==> src/rtl/fp_sqrt_round_pack.sv <==
// Final rounding and packing stage for a binary32 square root: takes the raw root,
// sticky bit and biased exponent, rounds per the selected mode and packs y/flags.
module fp_sqrt_round_pack #(
    parameter int ROOT_W = 25
) (
    input  logic              clk,
    input  logic              rst,
    input  logic              in_valid,
    output logic              in_ready,
    input  logic [ROOT_W-1:0] root,
    input  logic              sticky,
    input  logic [7:0]        exp_in,
    input  logic              sign_in,
    input  logic [1:0]        special,
    input  logic [2:0]        rounding_mode,
    output logic [31:0]       y,
    output logic [1:0]        flags,
    output logic              out_valid,
    input  logic              out_ready
);

    localparam logic [1:0] CLS_NORMAL = 2'b00;
    localparam logic [1:0] CLS_ZERO   = 2'b01;
    localparam logic [1:0] CLS_INF    = 2'b10;

    localparam logic [2:0] RM_RTZ = 3'b001;
    localparam logic [2:0] RM_RDN = 3'b010;
    localparam logic [2:0] RM_RUP = 3'b011;
    localparam logic [2:0] RM_RMM = 3'b100;

    logic              w_advance;
    logic              w_guard;
    logic              w_incr;
    logic [ROOT_W-1:0] w_sum;
    logic              w_carry;
    logic [7:0]        w_exp_rnd;
    logic [ROOT_W-3:0] w_frac;
    logic              w_unused_int;
    logic [31:0]       w_y;
    logic [1:0]        w_flags;

    logic              r_s1_valid;
    logic [ROOT_W-2:0] r_s1_mant;
    logic              r_s1_incr;
    logic              r_s1_inexact;
    logic [7:0]        r_s1_exp;
    logic              r_s1_sign;
    logic [1:0]        r_s1_special;

    logic              r_out_valid;
    logic [31:0]       r_y;
    logic [1:0]        r_flags;

    // Whole pipeline stalls as one unit whenever the output is held.
    assign w_advance = !r_out_valid || out_ready;
    assign in_ready  = w_advance;
    assign w_guard   = root[0];

    // Root is always non-negative, so RDN truncates and RUP rounds away from zero.
    always_comb begin
        w_incr = 1'b0;
        case (rounding_mode)
            RM_RTZ:  w_incr = 1'b0;
            RM_RDN:  w_incr = 1'b0;
            RM_RUP:  w_incr = w_guard | sticky;
            RM_RMM:  w_incr = w_guard;
            default: w_incr = w_guard & (sticky | root[1]);
        endcase
    end

    always_ff @(posedge clk) begin
        if (rst) begin
            r_s1_valid <= 1'b0;
        end else if (w_advance) begin
            r_s1_valid <= in_valid;
            if (in_valid) begin
                r_s1_mant    <= root[ROOT_W-1:1];
                r_s1_incr    <= w_incr;
                r_s1_inexact <= w_guard | sticky;
                r_s1_exp     <= exp_in;
                r_s1_sign    <= sign_in;
                r_s1_special <= special;
            end
        end
    end

    assign w_sum        = {1'b0, r_s1_mant} + {{(ROOT_W-1){1'b0}}, r_s1_incr};
    assign w_carry      = w_sum[ROOT_W-1];
    assign w_unused_int = w_sum[ROOT_W-2];
    assign w_exp_rnd    = w_carry ? r_s1_exp + 8'd1 : r_s1_exp;
    assign w_frac       = w_carry ? '0 : w_sum[ROOT_W-3:0];

    always_comb begin
        w_y     = 32'h7FC0_0000;
        w_flags = 2'b10;
        case (r_s1_special)
            CLS_NORMAL: begin
                w_y     = {1'b0, w_exp_rnd, w_frac};
                w_flags = {1'b0, r_s1_inexact};
            end
            CLS_ZERO: begin
                w_y     = {r_s1_sign, 31'b0};
                w_flags = 2'b00;
            end
            CLS_INF: begin
                w_y     = 32'h7F80_0000;
                w_flags = 2'b00;
            end
            default: begin
                w_y     = 32'h7FC0_0000;
                w_flags = 2'b10;
            end
        endcase
    end

    always_ff @(posedge clk) begin
        if (rst) begin
            r_out_valid <= 1'b0;
            r_y         <= 32'b0;
            r_flags     <= 2'b0;
        end else if (w_advance) begin
            r_out_valid <= r_s1_valid;
            if (r_s1_valid) begin
                r_y     <= w_y;
                r_flags <= w_flags;
            end
        end
    end

    assign out_valid = r_out_valid;
    assign y         = r_y;
    assign flags     = r_flags;

endmodule

==> config.mk <==
export PLATFORM = sky130hd
export DESIGN_NAME = fp_sqrt_round_pack
export DESIGN_NICKNAME = d
export VERILOG_FILES = /design/src/rtl/fp_sqrt_round_pack.sv
export SDC_FILE = /design/constraint.sdc
export NUM_CORES = 1
export LEC_CHECK = 0
export BUFFER_PORTS_ARGS = -buffer_cell sky130_fd_sc_hd__buf_4
export CAP_MARGIN = 20
export CORE_UTILIZATION = 37
export CTS_CLUSTER_DIAMETER = 30
export DETAILED_ROUTE_END_ITERATION = 7
export GPL_TIMING_DRIVEN = 0
export SLEW_MARGIN = 5
export SYNTH_ARGS = -nofsm -noshare
export SYNTH_HDL_FRONTEND = slang
export SYNTH_SLANG_ARGS = --single-unit
==> constraint.sdc <==
create_clock -name clk -period 2.6 [get_ports clk]
set_clock_uncertainty 0.15 [all_clocks]
set_input_delay 0.26 -clock clk [delete_from_list [all_inputs] [get_ports clk]]
set_output_delay 0.26 -clock clk [all_outputs]
set_load 0.01 [all_outputs]
# Yosys cells after proc, flatten, opt, wreduce, memory -nomap -nowiden
# Index checks and enable logic that the tools add are counted.
# word_totals
ff_bits	73
latchBits	0
ram_bits	0
romBits	0
in_bits	44
output_inout_bits	36
wordCells	34
n_memories	0
# op_classes
addsub	2
mul	0
div_mod_pow	0
order_cmp	0
eq_ne	6
n_shift	0
mux	5
bitwise_logic	4
n_reduce_logical	7
# ops
cell	n
$pmux W32 S3	1
$add A24 B1 Y25	1
$mux W23	1
$add A8 B1 Y8 const B	1
$mux W8	1
$eq A3 B2 Y1 const B	2
$pmux W2 S2	1
$reduce_or A2 Y1	2
$eq A3 B1 Y1 const B	1
$eq A3 B3 Y1 const B	1
$pmux W1 S3	1
$reduce_and A3 Y1	1
$eq A2 B1 Y1 const B	1
$eq A2 B2 Y1 const B	1
$logic_not A2 Y1	1
$or A1 B1 Y1	2
$reduce_and A2 Y1	1
$and A1 B1 Y1	1
$logic_not A1 Y1	1
$logic_or A1 B1 Y1	1
$not A1 Y1	1

# Depth between registers and ports, before layout
# Gate-level depths: netlist of run 1.
# depth
ltp_word	3
depth_mapped	7
ltp_nobuf	6

# Worst setup path before layout of run 1
# Ideal clock, no wire load.
# synth_path
path_type	flip-flop to flip-flop
from	register r_out_valid (netlist: out_valid)
to	register r_s1_exp[0] (enable)
setup_ns	0.398
arrival_ns	1.620
t_required_ns	2.052
path_slack_ns	0.432
stages_incl_launch_ff	4
path_buffers	0
period_less_slack_ns	2.168
cell_sequence	dfxtp_1 -> nor2b_1 -> inv_1 -> and3_1
# synth_between
elab_chain_len	3
# synth_lines
item	line	rtl
start, declared	50	logic r_out_valid;
start signal, assigned	122	r_out_valid <= r_s1_valid;
$logic_not A1 Y1	55	assign w_advance = !r_out_valid || out_ready;
$logic_or A1 B1 Y1	55	
via in_ready	9	output logic in_ready,
$reduce_and A3 Y1 (no line)	n/a	
end signal, assigned	80	r_s1_exp <= exp_in;
end, declared	46	logic [7:0] r_s1_exp;
# The timed path passes the listed nets, and every way through them passes these cells.
# A chain may end at the register's enable or synchronous reset.

# Worst setup path after layout of run 1
# layout_path
from	register r_s1_incr
to	register r_y[12] (netlist: y[12])
# layout_between
elab_chain_len	3
# layout_lines
item	line	rtl
start, declared	44	logic r_s1_incr;
start signal, assigned	78	r_s1_incr <= w_incr;
$add A24 B1 Y25	87	assign w_sum = {1'b0, r_s1_mant} + {{(ROOT_W-1){1'b0}}, r_s1_incr};
$mux W23	91	assign w_frac = w_carry ? '0 : w_sum[ROOT_W-3:0];
$pmux W32 S3	96	case (r_s1_special)
end signal, assigned	124	r_y <= w_y;
end, declared	51	logic [31:0] r_y;
# Every way passes these cells.

==> flow_metrics.tcl, run 1 <==
set metrics [dict create \
    grt_use_total_pct 17.6 \
    vias_per_cell 4.89 \
    drv_cap 0 \
    slew_headroom_pct 43.8 \
    r2r_start "r_s1_incr" \
    fp-row-count 33 \
    fp.coreArea_um2 8220 \
    wl_per_cell_um 14.2 \
    die_h_um 94.1 \
    die_x_um 94.1 \
    end_kind "flip-flop" \
    outcome "finished, final reports clean" \
    cts_made_buffers 9 \
    crit_path_max_fanout 10 \
    ir_drop_uv 263 \
    wl_um 7280 \
    dr_total_vias 2498 \
    fin_setup_tns_ns 0 \
    grt_pass1_vias 2444 \
    io-pin-count 80 \
    port_buffers 78 \
    tightest_slew_ns 0.843 \
    timing.rr.end "y[12]" \
    antenna_cells 0 \
    cts_sinks 73 \
    die-area_um2 8850 \
    crit_type "flip-flop to flip-flop" \
    grt_pass1_wl_um 11700 \
    fmax_mhz 441 \
    min_path_type "primary input to flip-flop" \
    synthCells 277 \
    initial_utilization_pct 38.2 \
    drc 0 \
    synth-seq-cells 73 \
    endpoint "y[12]" \
    yosysUniqueCellTypes 44 \
    place.gp.congestion 0.762 \
    period_share_pct 87.3 \
    area_growth_pct 41.7 \
    drv_slew 0 \
    drtIter0Drc 106 \
    netlist_area_um2 3140 \
    rsz0062_at_grt "false" \
    dp_hpwl_um 5110 \
    setup_viol 0 \
    h-tree-depth 3 \
    cts_setup_buffers 0 \
    cts-root-buf "clkbuf_8" \
    nNetsFinal 451 \
    cts_tree "done" \
    dr.pass1.iters 6 \
    grt_max_degree 38 \
    clk_pin_slew_ns 0.07 \
    ant_nets 0 \
    antenna_found_initial 0 \
    avgSynthCellArea_um2 11.3 \
    ys_warn_count 0 \
    r2r_setup_slack_ns 0.33 \
    layout_min_cycle_time_ns 2.27 \
    crit_start "r_s1_incr" \
    r2r_cells 7 \
    power_w 0.00258 \
    drive_gt1_share_pct 25.4 \
    p_per_area_nw_per_um2 580 \
    required_ns 2.66 \
    synth-seq-area-share_pct 58.4 \
    clockBufferDepth 2 \
    finalHoldViolations 0 \
    syn_nets 327 \
    critPathLaunchType "flip-flop" \
    clkLatencyLatePin_ns 0.34 \
    p_leak_nw 1.75 \
    grt_overflow 0 \
    crit_arrival_ns 2.33 \
]
## worst max-delay path, cell delays in order (launching register included)
cell,delay [ns]
edfxtp_1,0.36
ha_1,0.21
nand4_2,0.31
nor3_2,0.48
a21oi_4,0.16
buf_2,0.24
a22oi_1,0.16
nor2_1,0.06
## stage by stage
| stage | util (%) | std cells | hold WS (ns) | instance area, µm² | setup slack (ns) |
|---|---|---|---|---|---|
| 2_1_floorplan | - | 277 | 0.209 | 3140 | 0.432 |
| 3_3_place_gp | 46.9 | 460 | 0.288 | 3850 | -0.0366 |
| 3_5_place_dp | 46.9 | 460 | 0.289 | 3860 | 0.142 |
| 4_1_cts | 54.0 | 511 | 0.0185 | 4440 | 0.177 |
| 5_1_grt | 54.1 | 511 | 0.0317 | 4450 | 0.0890 |
| 6_report | 54.1 | 511 | 0.0364 | 4450 | 0.330 |
## flip-flops by register name, indices dropped and copies added (netlist names)
| name | count |
|---|---|
| r_s1_mant | 24 |
| r_s1_exp | 8 |
| flags | 2 |
| r_s1_sign | 1 |
| y | 32 |
| r_s1_incr | 1 |
| r_s1_valid | 1 |
| r_s1_inexact | 1 |
| r_s1_special | 2 |
| out_valid | 1 |
## synth_stat cells (all sizes together)
cell type	instances	area share, %
nand3	13	2.1
buf	1	0.16
o211ai	1	0.24
or2	1	0.20
o22ai	1	0.20
o21a	1	0.24
nor3	8	1.4
clkinv	1	0.12
a32o	2	0.64
or3	1	0.20
clkbuf	6	0.72
nand4b	1	0.28
and2	3	0.68
and3	3	0.60
nand2	24	2.9
ha	6	2.4
a22oi	16	3.8
nor4b	2	1.0
nor2	26	3.1
o22a	1	0.28
a211oi	1	0.24
xnor2	12	3.3
mux2i	4	1.3
xor2	14	3.9
edfxtp	37	35
a21oi	14	2.6
nor2b	3	0.60
and4	2	0.56
a221oi	1	0.28
a22o	3	0.84
o21ai	10	1.6
o31ai	1	0.24
inv	6	0.72
o2111ai	1	0.28
nand4	10	2.9
nor4	4	1.0
dfxtp	36	23
## cell families (layout without fill, tap and decap cells)
family	count (synthesis)	after routing	share of synthesized area (%)
flops	73	73	58.4
xor+xnor	26	26	7.26
mux	4	4	1.28
fa+ha+maj	6	6	2.39
simple gates	101	101	17.5
compound gates	53	53	11.5
buf+inv	14	143	1.71
## final cells by class
class | count | area (µm²)
fill | 724 | 3770
sequential | 73 | 1830
multi-input combinational | 190 | 1260
timing repair buffer | 113 | 936
clock buffer | 11 | 131
tap | 105 | 131
clock inverter | 5 | 103
buffer | 7 | 27.5
inverter | 7 | 26.3
## power breakdown
part / switching [W] / internal [W] / total (W)
sequential: 0.0000351 / 0.00126 / 0.00129
clock: 0.000405 / 0.000639 / 0.00104
combinational: 0.000109 / 0.000132 / 0.000241
## worst min-delay path by stage
| stage | to | start | cells past startpoint |
|---|---|---|---|
| floorplan | r_s1_exp[0] | exp_in[0] | 0 |
| global placement | r_s1_mant[9] | root[10] | 1 |
| detailed placement | r_s1_mant[8] | root[9] | 1 |
| CTS | r_s1_valid | in_valid | 3 |
| global route | r_s1_valid | in_valid | 3 |
| finish | r_s1_valid | in_valid | 3 |
## placed cells by master (no fill, tap or decap), drive strengths merged, types with 2 or more instances in the layout
cell type    netlist  layout
mux2i              4       4
nor2b              3       3
ha                 6       6
nand2             24      24
and3               3       3
clkinv             1       2
and4               2       2
edfxtp            37      37
xor2              14      14
a22o               3       3
nand3             13      13
nor2              26      26
o21ai             10      10
dfxtp             36      36
inv                6       7
clkbuf             6      17
buf                1      79
bufinv             0       3
and2               3       3
nor4b              2       2
nor3               8       8
dlygate4sd3        0      35
a32o               2       2
nor4               4       4
a22oi             16      16
nand4             10      10
a21oi             14      14
xnor2             12      12
## timing repair
| action | 4_1_cts | 5_1_grt |
|---|---|---|
| gates resized for setup | 0 | 1 |
| hold endpoints to repair | 35 | 0 |
| hold buffers | 35 | 0 |
| setup endpoints to repair | 0 | 1 |
## routing by layer
metal | track usage (%) | part of all wire, %
met2 | 29.8 | 49
met4 | 5.26 | 1.3
met1 | 21.2 | 44
met3 | 5.83 | 5.3
met5 | 0 | 0
Power figures use the tool's default switching activity.
==> run 2, diff against run 1 <==
CORE_UTILIZATION = 52   (was 37)
PLACE_DENSITY = 0.78   (was unset)
==> flow_metrics.tcl, run 2 (synthesis gave the netlist of run 1 again) <==
set metrics [dict create \
    setup_viol 0 \
    tightest_slew_ns 0.847 \
    drtIter0Drc 147 \
    port_buffers 78 \
    vias_per_cell 5.41 \
    layout_min_cycle_time_ns 2.22 \
    initial_utilization_pct 55.3 \
    power_w 0.00227 \
    area_growth_pct 37.9 \
    p_int_w 0.00173 \
    combPwrFrac_pct 10.6 \
    cts_made_buffers 9 \
    dr_total_vias 2587 \
    drv_cap 0 \
    wl_per_cell_um 15.2 \
    min_path_type "primary input to flip-flop" \
    grt_pass1_wl_um 11700 \
    crit_arrival_ns 2.29 \
    dp_hpwl_um 4790 \
    swShare_pct 23.9 \
    crit_start "r_s1_mant[0]" \
    p_seq_share_pct 57.0 \
    ir_drop_uv 416 \
    grt_use_total_pct 24.9 \
    fin_setup_tns_ns 0 \
    clkLatencyLatePin_ns 0.34 \
    p_clk_share_pct 32.4 \
    cts-root-buf "clkbuf_8" \
    clk_pin_slew_ns 0.07 \
    rsz0062_at_grt "false" \
    fp.coreArea_um2 5680 \
    h-tree-depth 3 \
    io-pin-count 80 \
    slew_headroom_pct 43.5 \
    p_sw_w 0.000542 \
    p_leak_nw 1.71 \
    drive_gt1_share_pct 24.9 \
    die_x_um 79.7 \
    outcome "finished, final reports clean" \
    die_h_um 79.7 \
    dpl_cell_area_um2 3810 \
    drv_slew 0 \
    period_share_pct 85.4 \
    critPathLaunchType "flip-flop" \
    dr.pass1.iters 4 \
    fin_ws_ns 0.379 \
    ant_nets 0 \
    fmax_mhz 450 \
    largest_register_ffs 32 \
    grt_pass1_vias 2518 \
    r2r_start "r_s1_mant[0]" \
    crit_type "flip-flop to flip-flop" \
    final_area_um2 4330 \
    wl_um 7260 \
    drc 0 \
    layout_common_cells "buf_4, edfxtp_1, dfxtp_1" \
    cts_sinks 73 \
    hold-worst-slack_ns 0.0317 \
    dpl_worst_slack_ns 0.246 \
    end_kind "flip-flop" \
    finalHoldViolations 0 \
    cts_setup_buffers 0 \
    fp-row-count 27 \
    grt_max_degree 38 \
    cts_tree "done" \
    antenna_cells 0 \
    required_ns 2.67 \
    layout_commonest_cell "buf_4" \
    antenna_found_initial 0 \
    p_per_area_nw_per_um2 525 \
    die-area_um2 6350 \
    clockBufferDepth 2 \
    nNetsFinal 451 \
    hold_start "in_valid" \
    crit_path_max_fanout 10 \
    grt_overflow 0 \
    place.gp.congestion 0.803 \
]
==> run 2: cell types whose count changed in the layout (fill, tap and decap cells not counted) <==
cell        before  now
clkinv_1         2    3
clkinv_2         0    1
clkinvlp_4       0    1
inv_6            1    0
bufinv_16        3    0
clkbuf_1         8    9
==> run 2: stage by stage <==
step           std cells  util [%]
6_report             478      76.2
2_1_floorplan        277         -
3_3_place_gp         427      67.2
3_5_place_dp         427      67.2
5_1_grt              478      76.2
4_1_cts              478      76.1
==> run 2: timing repair <==
item	in CTS	in global routing
endpoints found under the setup margin	0	1
hold buffers	35	0
gates resized for setup	0	1
endpoints found under the hold margin	35	0
==> run 2: layout make-up <==
class	count	area [µm²]
buffer	7	27.5
clock buffer	12	135
clock inverter	4	20.0
fill	396	1350
inverter	7	26.3
multi-input combinational	190	1260
sequential	73	1830
tap	72	90.1
timing repair buffer	113	936
==> run 2: layer usage <==
layer,wire length (µm),global-route usage (%),part of all wire (%)
met1,3050,29.4,42
met2,3700,43.8,51
met3,414,5.83,5.7
met4,91,9.09,1.3
met5,0,0,0
==> run 2: power by group through the flow <==
stage                     Sequential (W)  Combinational, W  Clock [W]
after global placement           0.00132          0.000192          0
after global routing             0.00130          0.000265   0.000800
final                            0.00129          0.000241   0.000736
after CTS                        0.00129          0.000238   0.000742
after detailed placement         0.00132          0.000196          0
after floorplan                  0.00132         0.0000901          0
==> run 2: final timing paths <==
| kind | depth (start not counted) | end | slack, ns |
|---|---|---|---|
| max | 7 | y[11] | 0.38 |
| min | 3 | r_s1_valid | 0.03 |
| max reg2reg | 7 | y[11] | 0.38 |
| min reg2reg | 2 | flags[0] | 0.32 |
==> run 2: worst max-delay path: stages, from the launching register on <==
cell      delay [ns]
edfxtp_1        0.36
ha_1            0.20
nand4_2         0.30
nor3_2          0.47
a21oi_4         0.16
buf_2           0.23
a22oi_1         0.17
nor2_1          0.05
==> run 3, diff against run 2 <==
--- a/config.mk
+++ b/config.mk
@@ -13,3 +13,3 @@
 export GPL_TIMING_DRIVEN = 0
-export PLACE_DENSITY = 0.78
+export PLACE_DENSITY_LB_ADDON = 0.15
 export SLEW_MARGIN = 5
==> constraint.sdc (replaced) <==
create_clock -name clk -period 2.6 [get_ports clk]
set_clock_uncertainty 0.15 [all_clocks]
set_input_delay 0.39 -clock clk [delete_from_list [all_inputs] [get_ports clk]]
set_output_delay 0.39 -clock clk [all_outputs]
set_load 0.01 [all_outputs]
==> flow_metrics.tcl, run 3 (synthesis gave the netlist of run 1 again) <==
set metrics [dict create \
    outcome "finished, final reports clean" \
    rsz0062_at_grt "false" \
    min_path_type "primary input to flip-flop" \
    fin_ws_ns 0.359 \
    cts_sinks 73 \
    ant_nets 0 \
    drv_slew 0 \
    tightest_slew_ns 0.846 \
    area_growth_pct 26.7 \
    layout_min_cycle_time_ns 2.24 \
    dpl_cell_area_um2 3810 \
    wl_um 6380 \
    h-tree-depth 3 \
    vias_per_cell 5.43 \
    drtIter0Drc 145 \
    p_leak_nw 1.58 \
    grt_pass1_vias 2196 \
    cts_tree "done" \
    drc 0 \
    crit_path_max_fanout 10 \
    die_h_um 79.7 \
    holdBufCountCts 0 \
    dr.pass1.iters 4 \
    hold-worst-slack_ns 0.0767 \
    r2r_setup_slack_ns 0.36 \
    critPathLaunchType "flip-flop" \
    fp-row-count 27 \
    clockBufferDepth 2 \
    fmax_mhz 446 \
    nNetsFinal 416 \
    grt_use_total_pct 21.9 \
    end_kind "flip-flop" \
    antenna_found_initial 0 \
    power_w 0.00222 \
    grtUsageMet3_pct 4.69 \
    dr_total_vias 2407 \
    dp_hpwl_um 4770 \
    drv_cap 0 \
    finalHoldViolations 0 \
    grtUsageMet2_pct 33.9 \
    required_ns 2.66 \
    drive_gt1_share_pct 27.8 \
    clk_pin_slew_ns 0.07 \
    layout_commonest_cell "buf_4" \
    period_share_pct 86.2 \
    io-pin-count 80 \
    grt_pass1_wl_um 10300 \
    crit_arrival_ns 2.30 \
    layout_common_cells "buf_4, edfxtp_1, dfxtp_1" \
    dpl_worst_slack_ns 0.220 \
    fp.coreArea_um2 5680 \
    die-area_um2 6350 \
    place.gp.congestion 0.793 \
    cts-root-buf "clkbuf_8" \
    p_per_area_nw_per_um2 559 \
    largest_register_ffs 32 \
    port_buffers 78 \
    ir_drop_uv 376 \
    clkLatencyLatePin_ns 0.33 \
    crit_type "flip-flop to flip-flop" \
    antenna_cells 0 \
    grt_overflow 0 \
    wl_per_cell_um 14.4 \
    cts_made_buffers 9 \
    slew_headroom_pct 43.6 \
    grt_max_degree 38 \
    final_area_um2 3980 \
    setup_viol 0 \
    die_x_um 79.7 \
    initial_utilization_pct 55.3 \
    grt.busiest_layer "met2" \
    grt_use_met1_pct 29.3 \
]
[run 3: cell count changes in the layout (fill, tap and decap cells not counted)]
| cell | previous run | this run |
|---|---|---|
| dlygate4sd3_1 | 35 | 0 |
| clkinvlp_4 | 1 | 0 |
| clkinv_1 | 3 | 1 |
| clkinv_2 | 1 | 4 |
[run 3: metrics by stage]
stage / std cells / utilization [%] / setup TNS [ns]
after floorplan: 277 / - / 0
after CTS: 443 / 70.0 / 0
after global routing: 443 / 70.1 / 0
after detailed placement: 427 / 67.2 / 0
after global placement: 427 / 67.2 / -3.57
final: 443 / 70.1 / 0
[run 3: final timing paths]
path                 from            to  cells after the start
max reg2reg  r_s1_mant[0]         y[12]                      7
min               root[8]  r_s1_mant[7]                      1
max          r_s1_mant[0]         y[12]                      7
min reg2reg      flags[0]      flags[0]                      2
[run 3: area by class of cell]
type                       count  area [µm²]
fill                         458        1700
buffer                         7        27.5
inverter                       7        26.3
clock buffer                  12         135
sequential                    73        1830
timing repair buffer          78         586
multi-input combinational    190        1260
clock inverter                 4        20.0
tap                           72        90.1
[run 3: critical path, cell delays in order (launching register included)]
cell and delay, ns:
edfxtp_1 0.36, ha_1 0.20, nand4_2 0.28, nor3_2 0.50, a21oi_4 0.17, buf_2 0.23, a22oi_1 0.16, nor2_1 0.06
[run 3: what timing repair did]
action | in CTS | in global routing
buffers inserted | 0 | 0
endpoints found under the setup margin | 0 | 3
hold endpoints to repair | 0 | 0
resized for setup | 0 | 1
[run 3: where the power goes]
part / internal [W] / switching (W) / leakage (nW)
Sequential: 0.00126 / 0.0000343 / 0.638
Clock: 0.000341 / 0.000394 / 0.0839
Combinational: 0.0000980 / 0.0000982 / 0.854
[run 3: routing by layer]
layer / vias to the layer above / share of wire (%)
li1: 1196 / -
met1: 1132 / 47
met2: 73 / 47
met3: 6 / 4.9
met4: 0 / 1.1
met5: - / 0
